<file path="src/rtl/mem_stage_pkg.sv">
// mem_stage_pkg: shared encodings for the cpu32 load/store/writeback stage.
//   - operation encodings (OP_*), access size encodings (SZ_*)
//   - state_t: stage state machine states
//   - is_misaligned(): half/word alignment test on the low lane bits
package mem_stage_pkg;

   localparam logic [1:0] OP_ALU   = 2'b00;
   localparam logic [1:0] OP_LOAD  = 2'b01;
   localparam logic [1:0] OP_STORE = 2'b10;

   localparam logic [1:0] SZ_BYTE = 2'b00;
   localparam logic [1:0] SZ_HALF = 2'b01;
   localparam logic [1:0] SZ_WORD = 2'b10;

   typedef enum logic [1:0] {
      StIdle,
      StBus,
      StWb
   } state_t;

   // Size 2'b11 is treated as a word access.
   function automatic logic is_misaligned(input logic [1:0] size, input logic [1:0] lane_lo);
      logic r;
      r = 1'b0;
      if (size == SZ_HALF) r = lane_lo[0];
      else if (size[1])    r = |lane_lo;
      return r;
   endfunction

endpackage

</file>
<file path="src/rtl/mem_stage_lane_align.sv">
// mem_stage_lane_align: combinational lane logic for mem_stage.
//   Parameters: DW  data/bus width (power of two, >= 32)
//   Inputs : i_size   access size (SZ_*), i_lane byte lane within the bus word
//            i_signed sign-extend load data
//            i_wdata  store data (low bits used), i_rdata raw bus read data
//   Outputs: o_be     byte enables
//            o_wdata  store data replicated across all lanes
//            o_rdata  addressed load data shifted to bit 0 and extended
module mem_stage_lane_align
   import mem_stage_pkg::*;
#(
   parameter int unsigned DW = 32,
   localparam int unsigned NB = DW / 8,
   localparam int unsigned LW = $clog2(NB)
) (
   input  logic [1:0]    i_size,
   input  logic [LW-1:0] i_lane,
   input  logic          i_signed,
   input  logic [DW-1:0] i_wdata,
   input  logic [DW-1:0] i_rdata,
   output logic [NB-1:0] o_be,
   output logic [DW-1:0] o_wdata,
   output logic [DW-1:0] o_rdata
);

   logic [LW-1:0] w_lane_eff;
   logic [DW-1:0] w_mask;
   logic [DW-1:0] w_shifted;
   logic          w_sign;

   assign w_shifted = i_rdata >> {w_lane_eff, 3'b000};

   always_comb begin
      w_lane_eff = i_lane;
      o_be       = '0;
      o_wdata    = '0;
      w_mask     = '0;
      w_sign     = 1'b0;
      case (i_size)
         SZ_BYTE: begin
            w_lane_eff = i_lane;
            o_be       = NB'(1) << i_lane;
            o_wdata    = {NB{i_wdata[7:0]}};
            w_mask     = DW'(8'hFF);
            w_sign     = w_shifted[7];
         end
         SZ_HALF: begin
            w_lane_eff = i_lane & ~LW'(1);
            o_be       = NB'(2'b11) << w_lane_eff;
            o_wdata    = {(DW/16){i_wdata[15:0]}};
            w_mask     = DW'(16'hFFFF);
            w_sign     = w_shifted[15];
         end
         default: begin
            w_lane_eff = i_lane & ~LW'(3);
            o_be       = NB'(4'hF) << w_lane_eff;
            o_wdata    = {(DW/32){i_wdata[31:0]}};
            w_mask     = DW'(32'hFFFF_FFFF);
            w_sign     = w_shifted[31];
         end
      endcase
      // For a full-width word ~w_mask is zero, so no extension happens.
      o_rdata = (w_shifted & w_mask) | ((i_signed & w_sign) ? ~w_mask : '0);
   end

endmodule

</file>
<file path="src/rtl/mem_stage.sv">
// mem_stage: load/store and writeback stage of the cpu32 pipeline.
//   Optional feature macro: MEM_STAGE_MISALIGN_TRAP_EN (adds fault/fault_addr ports and
//   turns misaligned half/word accesses into a bus-less faulting retire).
//   Ports:
//     clk, reset (async active-low)
//     in_*      operation input, valid/ready handshake (in_ready only in IDLE)
//     d_*       data bus request/acknowledge; request outputs are registered
//     out_*     registered writeback result, out_valid pulses for one cycle
//     q_sela/b  decode-stage source selects, hazard = pending write to one of them
//     fault, fault_addr (macro only) misaligned access report
module mem_stage
   import mem_stage_pkg::*;
#(
   parameter int unsigned DW        = 32,
   parameter int unsigned AW        = 32,
   parameter int unsigned RSW       = 4,
   parameter int unsigned NOHAZ_REG = 15
) (
   input  logic            clk,
   input  logic            reset,
   input  logic            in_valid,
   output logic            in_ready,
   input  logic [1:0]      in_op,
   input  logic [1:0]      in_size,
   input  logic            in_signed,
   input  logic [AW-1:0]   in_addr,
   input  logic [DW-1:0]   in_wdata,
   input  logic            in_regs_we,
   input  logic [RSW-1:0]  in_wsel,
   output logic            d_req,
   output logic            d_we,
   output logic [AW-1:0]   d_addr,
   output logic [DW-1:0]   d_wdata,
   output logic [DW/8-1:0] d_be,
   input  logic            d_ack,
   input  logic [DW-1:0]   d_rdata,
   output logic            out_valid,
   output logic            out_we,
   output logic [RSW-1:0]  out_wsel,
   output logic [DW-1:0]   out_data,
   input  logic [RSW-1:0]  q_sela,
   input  logic [RSW-1:0]  q_selb,
   output logic            hazard
`ifdef MEM_STAGE_MISALIGN_TRAP_EN
   ,
   output logic            fault,
   output logic [AW-1:0]   fault_addr
`endif
);

   localparam int unsigned NB = DW / 8;
   localparam int unsigned LW = $clog2(NB);

   state_t          r_state;
   logic [1:0]      r_size;
   logic [LW-1:0]   r_lane;
   logic            r_signed;
   logic            r_is_load;
   logic            r_regs_we;
   logic [RSW-1:0]  r_wsel;
   logic            r_req;
   logic            r_we;
   logic [AW-1:0]   r_addr;
   logic [DW-1:0]   r_wdata;
   logic [NB-1:0]   r_be;
   logic            r_valid;
   logic            r_out_we;
   logic [DW-1:0]   r_data;
`ifdef MEM_STAGE_MISALIGN_TRAP_EN
   logic            r_fault;
   logic [AW-1:0]   r_fault_addr;
   logic            w_misalign;
`endif

   logic [LW-1:0]   w_lane;
   logic            w_is_mem;
   logic [1:0]      w_al_size;
   logic [LW-1:0]   w_al_lane;
   logic [NB-1:0]   w_be;
   logic [DW-1:0]   w_st_data;
   logic [DW-1:0]   w_ld_data;
   logic            w_pending;

   assign w_lane   = in_addr[LW-1:0];
   assign w_is_mem = (in_op == OP_LOAD) || (in_op == OP_STORE);

   // One lane_align serves both phases: IDLE uses the incoming op to build the
   // request, BUS uses the latched op to extract the returning read data.
   assign w_al_size = (r_state == StIdle) ? in_size : r_size;
   assign w_al_lane = (r_state == StIdle) ? w_lane  : r_lane;

   mem_stage_lane_align #(
      .DW (DW)
   ) u_lane_align (
      .i_size   (w_al_size),
      .i_lane   (w_al_lane),
      .i_signed (r_signed),
      .i_wdata  (in_wdata),
      .i_rdata  (d_rdata),
      .o_be     (w_be),
      .o_wdata  (w_st_data),
      .o_rdata  (w_ld_data)
   );

`ifdef MEM_STAGE_MISALIGN_TRAP_EN
   assign w_misalign = w_is_mem & is_misaligned(in_size, w_lane[1:0]);
`endif

   always_ff @(posedge clk or negedge reset) begin
      if (!reset) begin
         r_state      <= StIdle;
         r_size       <= '0;
         r_lane       <= '0;
         r_signed     <= 1'b0;
         r_is_load    <= 1'b0;
         r_regs_we    <= 1'b0;
         r_wsel       <= '0;
         r_req        <= 1'b0;
         r_we         <= 1'b0;
         r_addr       <= '0;
         r_wdata      <= '0;
         r_be         <= '0;
         r_valid      <= 1'b0;
         r_out_we     <= 1'b0;
         r_data       <= '0;
`ifdef MEM_STAGE_MISALIGN_TRAP_EN
         r_fault      <= 1'b0;
         r_fault_addr <= '0;
`endif
      end else begin
         case (r_state)
            StIdle: begin
               if (in_valid) begin
                  r_size    <= in_size;
                  r_lane    <= w_lane;
                  r_signed  <= in_signed;
                  r_is_load <= (in_op == OP_LOAD);
                  r_regs_we <= in_regs_we;
                  r_wsel    <= in_wsel;
                  if (!w_is_mem) begin
                     // ALU pass (and reserved op): result is the ALU value itself.
                     r_state  <= StWb;
                     r_valid  <= 1'b1;
                     r_out_we <= in_regs_we;
                     r_data   <= in_addr;
                  end
`ifdef MEM_STAGE_MISALIGN_TRAP_EN
                  else if (w_misalign) begin
                     r_state      <= StWb;
                     r_valid      <= 1'b1;
                     r_out_we     <= 1'b0;
                     r_fault      <= 1'b1;
                     r_fault_addr <= in_addr;
                  end
`endif
                  else begin
                     r_state <= StBus;
                     r_req   <= 1'b1;
                     r_we    <= (in_op == OP_STORE);
                     r_addr  <= {in_addr[AW-1:LW], LW'(0)};
                     r_wdata <= w_st_data;
                     r_be    <= w_be;
                  end
               end
            end
            StBus: begin
               if (d_ack) begin
                  r_state  <= StWb;
                  r_req    <= 1'b0;
                  r_valid  <= 1'b1;
                  r_out_we <= r_is_load & r_regs_we;
                  if (r_is_load) r_data <= w_ld_data;
               end
            end
            StWb: begin
               r_state  <= StIdle;
               r_valid  <= 1'b0;
               r_out_we <= 1'b0;
`ifdef MEM_STAGE_MISALIGN_TRAP_EN
               r_fault  <= 1'b0;
`endif
            end
            default: r_state <= StIdle;
         endcase
      end
   end

   assign w_pending = (r_state != StIdle) && r_regs_we && (r_wsel != RSW'(NOHAZ_REG));
   assign hazard    = w_pending && ((r_wsel == q_sela) || (r_wsel == q_selb));

   assign in_ready  = (r_state == StIdle);
   assign d_req     = r_req;
   assign d_we      = r_we;
   assign d_addr    = r_addr;
   assign d_wdata   = r_wdata;
   assign d_be      = r_be;
   assign out_valid = r_valid;
   assign out_we    = r_out_we;
   assign out_wsel  = r_wsel;
   assign out_data  = r_data;
`ifdef MEM_STAGE_MISALIGN_TRAP_EN
   assign fault      = r_fault;
   assign fault_addr = r_fault_addr;
`endif

endmodule

</file>
<file path="config.mk">
export PLATFORM = sky130hd
export DESIGN_NAME = mem_stage
export DESIGN_NICKNAME = d
export VERILOG_FILES = /design/src/rtl/mem_stage_pkg.sv /design/src/rtl/mem_stage_lane_align.sv /design/src/rtl/mem_stage.sv
export SDC_FILE = /design/constraint.sdc
export NUM_CORES = 1
export LEC_CHECK = 0
export ABC_AREA = 1
export BUFFER_PORTS_ARGS = -buffer_cell sky130_fd_sc_hd__buf_4
export CORE_MARGIN = 3
export CORE_UTILIZATION = 49
export CTS_CLUSTER_SIZE = 16
export DETAILED_ROUTE_END_ITERATION = 16
export PLACE_DENSITY_LB_ADDON = 0.25
export SLEW_MARGIN = 20
export SYNTH_ARGS = -nofsm -noshare
export SYNTH_HDL_FRONTEND = slang
export SYNTH_SLANG_ARGS = --single-unit
</file>
<file path="constraint.sdc">
create_clock -name clk -period 2.7 [get_ports clk]
set_input_delay 0.405 -clock clk [delete_from_list [all_inputs] [get_ports clk]]
set_output_delay 0.405 -clock clk [all_outputs]
set_load 0.03 [all_outputs]
</file>
==> out/metrics.yaml <==
drt:
  wl_met3_um: 1470
  finalWirelength_um: 18700
  ant_nets: 0
  top_layer: "met4"
  vias: 6022
  drc: 0
  detail_route.wl_per_cell_um: 16.3
  drtIter0Drc: 554
  drt-pass1-iter-count: 5
  drt-met1-wl_um: 7770
  wl_met2_um: 8970
  detail_route.vias_per_cell: 5.24
global_routing:
  grt_pass1_vias: 5850
  grt_max_degree: 65
  grt_overflow_total: 0
  grt_usage_pct: 27.8
  antenna_found_initial: 0
  grt_pass1_wl_um: 29200
sta:
  finalHoldViolations: 0
  setup_violations: 0
  holdWs_ns: 0.207
  finalMaxSlewViolations: 0
  worstMarginPinSlew_ns: 0.526
  fin_crit_ns: 2.39
  slew_headroom_pct: 64.9
  rsz0062_at_grt: "false"
  tns_ns: 0
  fin_crit_sh_pct: 88.5
  clock_skew_ns: 0.00654
  fmax_mhz: 419
pwr:
  p_leak_nw: 4.40
  power_density_nw_per_um2: 1430
  ir_worst_vdd_mv: 0.724
setup_path:
  r2r_setup_slack_ns: 0.31
  end_kind: "flip-flop"
  reg2reg_to: "out_data[20]"
  crit_arrival_ns: 2.68
  ff2ff_path_depth: 13
  cp_max_fo: 16
  rr_startpoint: "r_state[0]"
  path_class: "flip-flop to flip-flop"
  required_ns: 2.99
  crit_path_start_kind: "flip-flop"
synth:
  synth_top_family_by_area: "simple AND/OR/NAND/NOR gates"
  synthFlopType: "dfrtp_1"
  ys_async_sr_fraction_pct: 100
  avgSynthCellArea_um2: 7.65
  synth_common_cells: "292 x nand2_1, 115 x dfrtp_1, 88 x nor2_1"
  yosysMostFrequentCell: "nand2_1"
  yosys-top-cells-area: "dfrtp_1 49%, nand2_1 19%, nor2_1 5.6%"
  syn_area_um2: 5920
  synthMuxAreaShare_pct: 1.50
  ys_ff_latch: 115
  synth-xor-area-share_pct: 1.18
  synth_top_area_share_pct: 48.6
  synthAdderAreaFrac_pct: 1.27
  synth_top_cell_by_area: "dfrtp_1"
  synth_edf_count: 0
  seq_area_frac_synth_pct: 48.6
  synthCells: 774
  synthSimpleGateAreaFrac_pct: 29.8
  yosys_warnings: 0
  synth_compound_area_share_pct: 11.6
  synth_cell_types: 35
clock_network:
  clkSlewWorstSetupHoldPaths_ns: 0.05
  root_buffer: "clkbuf_16"
  cts_tree: "built"
  clk_latency_ns: 0.41
  cts_buffers: 17
  cts_max_level: 4
  clk_path_buf_depth: 2
  cts_setup_buffers: 0
  cts.sinks: 115
job:
  max-cap-violations: 0
floorplanning:
  die_width_um: 116
  dieArea_um2: 13400
  core_area_um2: 11600
  io_pins: 228
  initial_core_util_pct: 51.0
  die_height_um: 116
  placement_rows: 39
final_layout:
  antenna_cells: 0
  areaGrowthSynthToFinish_pct: 41.0
  drive_above_1_share_pct: 30.3
  layout.nets: 1118
worst_hold_path:
  hold_class: "input pin to flip-flop"
  hold_end: "d_addr[7]"
  hold_path_startpoint: "in_addr[7]"
  hold_path_depth: 3
place:
  dp_hpwl_um: 13800
  numPortBuffers: 225
  place.gp.congestion: 0.948
run_status:
  status: "complete, no violations"
## cell families (layout without fill, tap and decap cells)
| logic type | after synthesis | after routing |
|---|---|---|
| AO/OA/AOI/OAI | 131 | 131 |
| XOR/XNOR | 8 | 8 |
| adder cells (fa/ha/maj) | 6 | 6 |
| buffers and inverters | 79 | 311 |
| flip-flops | 115 | 115 |
| multiplexers | 8 | 8 |
| other | 1 | 2 |
| AND/OR/NAND/NOR | 426 | 426 |
## worst max-delay path, cell delays in order, from the launching register on
cell and delay (ns):
dfrtp_1 0.40, inv_1 0.12, ha_2 0.35, nand2_2 0.10, nand2_4 0.16, nand3_2 0.27
nand2_1 0.17, nand3_1 0.10, nand3_1 0.11, nand3_2 0.11, nand3_4 0.17, nand2_1 0.09
nand2_1 0.07, nand2_1 0.04
## through the flow
step | utilization, % | setup WS, ns | std cells | power (mW) | area, um2
after floorplan | - | 0.488 | 775 | 7.35 | 5930
after global placement | 66.7 | 0.289 | 1117 | 9.50 | 7740
after detailed placement | 66.7 | 0.229 | 1117 | 9.62 | 7740
after CTS | 71.9 | 0.196 | 1150 | 11.9 | 8350
after global routing | 71.9 | 0.0641 | 1150 | 12.7 | 8350
final | 71.9 | 0.311 | 1150 | 11.9 | 8350
## report_power, final
part,leakage [nW],total [mW],internal (mW),switching (mW)
Sequential,1.39,3.11,2.58,0.531
Combinational,2.72,6.54,2.26,4.28
Clock,0.294,2.27,1.49,0.780
## placed cells by master (no fill, tap or decap), types with 3 or more instances in the layout
cell type,n
dfrtp_1,115
nand4_1,5
o21ai_0,52
a21oi_1,58
bufinv_16,3
ha_1,5
or2_1,7
nand2_4,5
mux2_2,7
nor2_4,3
nand2_1,292
a31oi_1,15
xnor2_1,8
inv_2,6
nand2_2,4
clkbuf_1,3
clkinv_2,5
nand3_1,17
nand3_2,3
buf_4,239
inv_1,28
nor2_1,87
clkbuf_16,17
## timing repair
action	4_1_cts	5_1_grt
hold buffers	1	0
setup endpoints to repair	0	24
gates resized for setup	0	1
endpoints found under the hold margin	14	0
## sequential cells by signal, indices dropped and copies added (netlist names), 2 cells and up
| signal | flops |
|---|---|
| out_wsel | 4 |
| d_addr | 30 |
| r_size | 2 |
| r_lane | 2 |
| d_be | 4 |
| r_state | 2 |
| d_wdata | 32 |
| out_data | 32 |
## routing by layer
layer  GRT usage (%)  vias to the layer above
li1                -                     2906
met1            36.0                     2817
met2            44.9                      255
met3            6.42                       44
met4            11.8                        0
met5               0                        -
## how the worst max path moves through the flow
stage / start / end / slack, ns / cells after the start
after CTS: r_state[0] / out_data[29] / 0.20 / 13
after global placement: r_state[0] / out_data[15] / 0.29 / 13
after global routing: r_state[0] / out_data[20] / 0.06 / 13
after detailed placement: r_state[0] / out_data[8] / 0.23 / 13
after floorplan: r_state[0] / out_data[20] / 0.49 / 15
final: r_state[0] / out_data[20] / 0.31 / 13
## layout make-up
type / instances / area, um2
clock buffers: 22 / 464
clock inverters: 10 / 131
fillers: 953 / 3260
inverters: 37 / 151
multi-input cells: 581 / 2700
flip-flops and latches: 115 / 2880
well taps: 143 / 179
repair buffers: 242 / 1840
Power figures use the tool's default switching activity.
